$ cat src/rtl/uart_tx_arbiter.sv
// Round-robin, packet-locked arbiter sharing one uart_tx serializer.
// Watchdogs recover from a hung serializer or a stalled packet owner.
module uart_tx_arbiter #(
    parameter int N_REQ         = 4,
    parameter int GAP_CLKS      = 2,
    parameter int DONE_TIMEOUT  = 16384,
    parameter int STALL_TIMEOUT = 65535
) (
    input  logic               clk,
    input  logic               rst_n,
    input  logic [N_REQ-1:0]   req_valid,
    input  logic [8*N_REQ-1:0] req_data,
    input  logic [N_REQ-1:0]   req_last,
    output logic [N_REQ-1:0]   req_ready,
    output logic               o_tx_avail,
    output logic [7:0]         o_tx_byte,
    input  logic               i_tx_done,
    output logic [N_REQ-1:0]   o_grant,
    output logic               o_busy,
    output logic               o_pkt_done,
    output logic               o_err
);

    localparam int IW   = (N_REQ > 1) ? $clog2(N_REQ) : 1;
    localparam int MAXT = (DONE_TIMEOUT > STALL_TIMEOUT) ? DONE_TIMEOUT
                                                         : STALL_TIMEOUT;
    localparam int CW   = $clog2(MAXT + 1);

    typedef enum logic [2:0] {
        IDLE,
        LOAD,
        ISSUE,
        WAIT_DONE,
        GAP
    } state_t;

    state_t          state, state_n;
    logic [IW-1:0]   rr, rr_n;
    logic [IW-1:0]   g, g_n;
    logic [IW-1:0]   g_inc;
    logic            lock, lock_n;
    logic            last_flag, last_n;
    logic [7:0]      byte_n;
    logic [CW-1:0]   cnt, cnt_n;
    logic [N_REQ-1:0] grant_n;
    logic            ready_en;
    logic            avail;
    logic            pkt;
    logic            err;

    logic [N_REQ-1:0] rot;
    logic [IW-1:0]    off;
    logic [IW:0]      sum;
    logic [IW-1:0]    pick;
    logic             found;

    logic             sel_valid;
    logic             sel_last;
    logic [7:0]       sel_data;

    function automatic logic [N_REQ-1:0] onehot(input logic [IW-1:0] i);
        onehot    = '0;
        onehot[i] = 1'b1;
    endfunction

    // Rotate so bit 0 is the rr position; first set bit wins.
    always_comb begin
        rot   = N_REQ'({req_valid, req_valid} >> rr);
        found = 1'b0;
        off   = '0;
        for (int k = 0; k < N_REQ; k++) begin
            if (!found && rot[k]) begin
                found = 1'b1;
                off   = IW'(k);
            end
        end
        sum = {1'b0, rr} + {1'b0, off};
        if (sum >= (IW+1)'(N_REQ)) begin
            sum = sum - (IW+1)'(N_REQ);
        end
        pick = sum[IW-1:0];
    end

    always_comb begin
        sel_valid = 1'b0;
        sel_last  = 1'b0;
        sel_data  = '0;
        for (int k = 0; k < N_REQ; k++) begin
            if (g == IW'(k)) begin
                sel_valid = req_valid[k];
                sel_last  = req_last[k];
                sel_data  = req_data[k*8 +: 8];
            end
        end
    end

    assign g_inc = (g == IW'(N_REQ - 1)) ? '0 : g + 1'b1;

    always_comb begin
        state_n  = state;
        rr_n     = rr;
        g_n      = g;
        lock_n   = lock;
        last_n   = last_flag;
        byte_n   = o_tx_byte;
        cnt_n    = cnt;
        ready_en = 1'b0;
        avail    = 1'b0;
        pkt      = 1'b0;
        err      = 1'b0;
        unique case (state)
            IDLE: begin
                if (found) begin
                    g_n     = pick;
                    lock_n  = 1'b1;
                    cnt_n   = '0;
                    state_n = LOAD;
                end
            end
            LOAD: begin
                if (sel_valid) begin
                    ready_en = 1'b1;
                    byte_n   = sel_data;
                    last_n   = sel_last;
                    state_n  = ISSUE;
                end else if (cnt == CW'(STALL_TIMEOUT)) begin
                    err     = 1'b1;
                    lock_n  = 1'b0;
                    rr_n    = g_inc;
                    cnt_n   = '0;
                    state_n = IDLE;
                end else begin
                    cnt_n = cnt + 1'b1;
                end
            end
            ISSUE: begin
                avail   = 1'b1;
                cnt_n   = '0;
                state_n = WAIT_DONE;
            end
            WAIT_DONE: begin
                if (i_tx_done) begin
                    pkt     = last_flag;
                    cnt_n   = '0;
                    state_n = GAP;
                end else if (cnt == CW'(DONE_TIMEOUT - 1)) begin
                    err     = 1'b1;
                    lock_n  = 1'b0;
                    rr_n    = g_inc;
                    cnt_n   = '0;
                    state_n = GAP;
                end else begin
                    cnt_n = cnt + 1'b1;
                end
            end
            GAP: begin
                if (cnt == CW'(GAP_CLKS - 1)) begin
                    cnt_n = '0;
                    if (lock && !last_flag) begin
                        state_n = LOAD;
                    end else begin
                        // A timeout already released the lock and moved rr.
                        if (lock) begin
                            rr_n = g_inc;
                        end
                        lock_n  = 1'b0;
                        state_n = IDLE;
                    end
                end else begin
                    cnt_n = cnt + 1'b1;
                end
            end
            default: begin
                state_n = IDLE;
                lock_n  = 1'b0;
            end
        endcase
        grant_n = lock_n ? onehot(g_n) : '0;
    end

    always_ff @(posedge clk or negedge rst_n) begin
        if (!rst_n) begin
            state     <= IDLE;
            rr        <= '0;
            g         <= '0;
            lock      <= 1'b0;
            last_flag <= 1'b0;
            o_tx_byte <= '0;
            cnt       <= '0;
            o_grant   <= '0;
        end else begin
            state     <= state_n;
            rr        <= rr_n;
            g         <= g_n;
            lock      <= lock_n;
            last_flag <= last_n;
            o_tx_byte <= byte_n;
            cnt       <= cnt_n;
            o_grant   <= grant_n;
        end
    end

    assign req_ready  = onehot(g) & {N_REQ{ready_en}};
    assign o_tx_avail = avail;
    assign o_busy     = (state != IDLE);
    assign o_pkt_done = pkt;
    assign o_err      = err;

endmodule

$ cat config.mk
export PLATFORM = sky130hd
export DESIGN_NAME = uart_tx_arbiter
export DESIGN_NICKNAME = d
export VERILOG_FILES = /design/src/rtl/uart_tx_arbiter.sv
export SDC_FILE = /design/constraint.sdc
export NUM_CORES = 1
export LEC_CHECK = 0
export CAP_MARGIN = 20
export CORE_ASPECT_RATIO = 1.1
export CORE_MARGIN = 4
export CORE_UTILIZATION = 36
export CTS_CLUSTER_SIZE = 8
export DETAILED_ROUTE_END_ITERATION = 10
export RECOVER_POWER = 50
export SLEW_MARGIN = 20
export SYNTH_ARGS = -nofsm -noshare
export SYNTH_HDL_FRONTEND = slang
export SYNTH_SLANG_ARGS = --single-unit
$ cat constraint.sdc
create_clock -name clk -period 4.55 [get_ports clk]
set_input_delay 0.455 -clock clk [delete_from_list [all_inputs] [get_ports clk]]
set_output_delay 0.455 -clock clk [all_outputs]
set_load 0.01 [all_outputs]
==> flow_summary.toml <==
[power]
ir_drop_mv = 0.2499
p_leak_nw = 1.351
total_power_mw = 1.920
power_density_mw_per_mm2 = 593.0

[die]
num_rows = 31
die_y_um = 94.90
ios = 63
dieArea_mm2 = 0.008255
die_x_um = 87.00
core_mm2 = 0.006633
start_util = 0.3726

[min_path]
hp-start = "o_tx_byte[6]$_DFFE_PN0P_"
min_path_cells = 2
min_path_type = "reg2reg"
hold_end = "o_tx_byte[6]$_DFFE_PN0P_"

[critical_path]
start_kind = "flip-flop"
timing.rr.start = "g[0]$_DFF_PN0_"
criticalPathCategory = "reg2out"
crit_required_ns = 4.09
arrival_ns = 3.07
r2r_slack_ns = 1.62
rr_endpoint = "state[0]$_DFFE_PN0P_"
crit_path_max_incr_delay_ns = 0.53
setup.worst_path.end_class = "primary output"
worstSetupStartpoint = "g[0]$_DFF_PN0_"
critPathMaxFanout = 22
crit_chain = "ha_1 -> nor2b_1 -> a21oi_1 -> nor4_2 -> buf_4 -> and2_1 -> clkdlybuf4s50_1"
crit_slowest_cell = "nor2b_1"
ff2ff_path_depth = 7

[sta]
period_minus_slack_ns = 3.529
fmax_mhz = 283.4
slew_violations = 38
period_share = 0.7755
rsz0062_at_grt = "false"
skew_ns = 0.004967
setup_slack_ns = 1.021
relSlewSlack = -0.3133
finalSetupTns_ns = 0
whs_ns = 0.5290
tightest_slew_ns = 1.970
hold_viol_final = 0
finalSetupViolations = 0

[job]
cap_violations = 1

[synth]
synth_area_leaders = "dfrtp_1 (37%), a21oi_1 (6.1%), nor2_1 (4.4%)"
seq_area_frac_synth = 0.3747
synth_edf_count = 0
synth_warnings = 0
synthFlopType = "dfrtp_1"
synth_seq_cells = 37
syn_area_mm2 = 0.002471
synth_most_common_cell = "dfrtp_1"
syn_nets = 345
yosys.area.top_type = "dfrtp_1"
synth_cell_types = 44
async_flop_share = 1.000
synth_top_cells_by_count = "dfrtp_1 (37), a21oi_1 (30), nor2_1 (29)"
avgSynthCellArea_um2 = 8.377
synth_cells = 295
yosysTopAreaCellShare = 0.3747

[cts]
cts_root_buffer = "clkbuf_8"
cts_made_buffers = 5
cts.sink_count = 37
clockBufferDepth = 2
postCtsSetupBuffers = 0
clk_pin_slew_ns = 0.08
h-tree-depth = 2
ctsHoldBuffers = 0
clk_latency_ns = 0.29
tritoncts = "built"
cts_resized = 0

[routing]
drc = 0
wl_um = 6390
vias = 2317
dr.pass1.iters = 4
viasPerCell = 5.401
dr.first_iter.drc_count = 91
wl_per_cell_um = 14.90
antenna_left = 0

[grt]
grt_max_degree = 38
busiest_layer = "met2"
grt_util_met3 = 0.03141
grt_use_total = 0.1577
grt_overflow = 0
grt_pass1_vias = 2169
use_met2 = 0.2494
grt_pass1_wl_um = 10490
antenna_found_initial = 0
use_met1 = 0.2184

[placement]
hpwl_um = 4705
gp_congestion = 0.7924
portBuffers = 62
dp_worst_setup_slack_ns = 1.325

[outcome]
violations = "max-capacitance violations, max-slew violations"
outcome = "finished with violations"

[layout]
drive_gt1_frac = 0.06340
syn_to_final_growth_pct = 31.04
fillers = 616
n_antenna_cell = 0
nNetsFinal = 396
## critical path, delay by kind of cell, from the launching register on
family | cells | cell delay, ns
flops | 1 | 0.44
compound gates | 1 | 0.24
buf+inv | 2 | 0.80
fa+ha+maj | 1 | 0.37
simple gates | 3 | 0.94
## flip-flops by register name, indices dropped and copies added, names as in the netlist
| name | count |
|---|---|
| g | 2 |
| rr | 2 |
| last_flag | 1 |
| o_grant | 4 |
| cnt | 16 |
| state | 3 |
| lock | 1 |
| o_tx_byte | 8 |
## cell families (layout without fill, tap and decap cells)
kind of cell	count (synthesis)	after routing	synth area share
AO/OA/AOI/OAI	84	84	0.2228
flip-flops	37	37	0.3747
AND/OR/NAND/NOR	129	129	0.2719
buffers and inverters	28	80	0.05316
multiplexers	9	9	0.03848
XOR/XNOR	1	1	0.003545
adder cells (fa/ha/maj)	7	7	0.03544
## layout make-up
class | instances | area (um^2) | share of cell area
Inverter | 9 | 33.78 | 0.01043
Multi-Input combinational cell | 230 | 1420 | 0.4386
Clock inverter | 3 | 65.06 | 0.02009
Clock buffer | 5 | 68.82 | 0.02125
Sequential cell | 37 | 925.9 | 0.2859
Timing Repair Buffer | 63 | 621.8 | 0.1920
Tap cell | 82 | 102.6 | 0.03168
## metrics by stage
step	cell area (um^2)	utilization	cells
after floorplan	2471	-	295
after global placement	3105	0.4682	421
after detailed placement	3105	0.4682	421
after CTS	3239	0.4884	429
after global routing	3238	0.4882	429
final	3238	0.4882	429
## where the power goes
group / internal, mW / switching [mW]
registers: 0.424 / 0.0913
clock network: 0.218 / 0.121
logic: 0.473 / 0.593
## worst max path at each step
stage                        end  slack [ns]
finish              req_ready[1]        1.02
global route        req_ready[0]        0.66
global placement           o_err        1.35
floorplan           req_ready[1]        2.22
detailed placement  req_ready[1]        1.32
CTS                 req_ready[1]        1.00
## routing by layer
metal / wire length [um] / vias to the layer above
met1: 3108 / 1064
met4: 70 / 0
met5: 0 / -
li1: - / 1180
met3: 471 / 7
met2: 2740 / 66
## cell usage in the layout (no fill, tap or decap), types with 2 or more instances in the layout
| master | instances |
|---|---|
| clkdlybuf4s50_1 | 51 |
| dfrtp_1 | 37 |
| a21oi_1 | 30 |
| nor2_1 | 29 |
| nor3_1 | 21 |
| nand2_1 | 16 |
| nand3_1 | 15 |
| nor2b_1 | 12 |
| o21ai_0 | 12 |
| a22o_1 | 11 |
| dlygate4sd3_1 | 10 |
| inv_1 | 9 |
| a221oi_1 | 8 |
| and3_1 | 7 |
| a21o_1 | 7 |
| ha_1 | 7 |
| mux2i_1 | 5 |
| clkbuf_8 | 5 |
| nor4_1 | 4 |
| and2_1 | 4 |
| nand2b_1 | 3 |
| or2_2 | 3 |
| nand4_1 | 3 |
| and4_1 | 3 |
| a31oi_1 | 3 |
| a211o_1 | 3 |
| mux2_2 | 3 |
| o211ai_1 | 2 |
| o31ai_1 | 2 |
| o21ai_1 | 2 |
| nor2_2 | 2 |
| bufinv_16 | 2 |
Power figures use the tool's default switching activity.
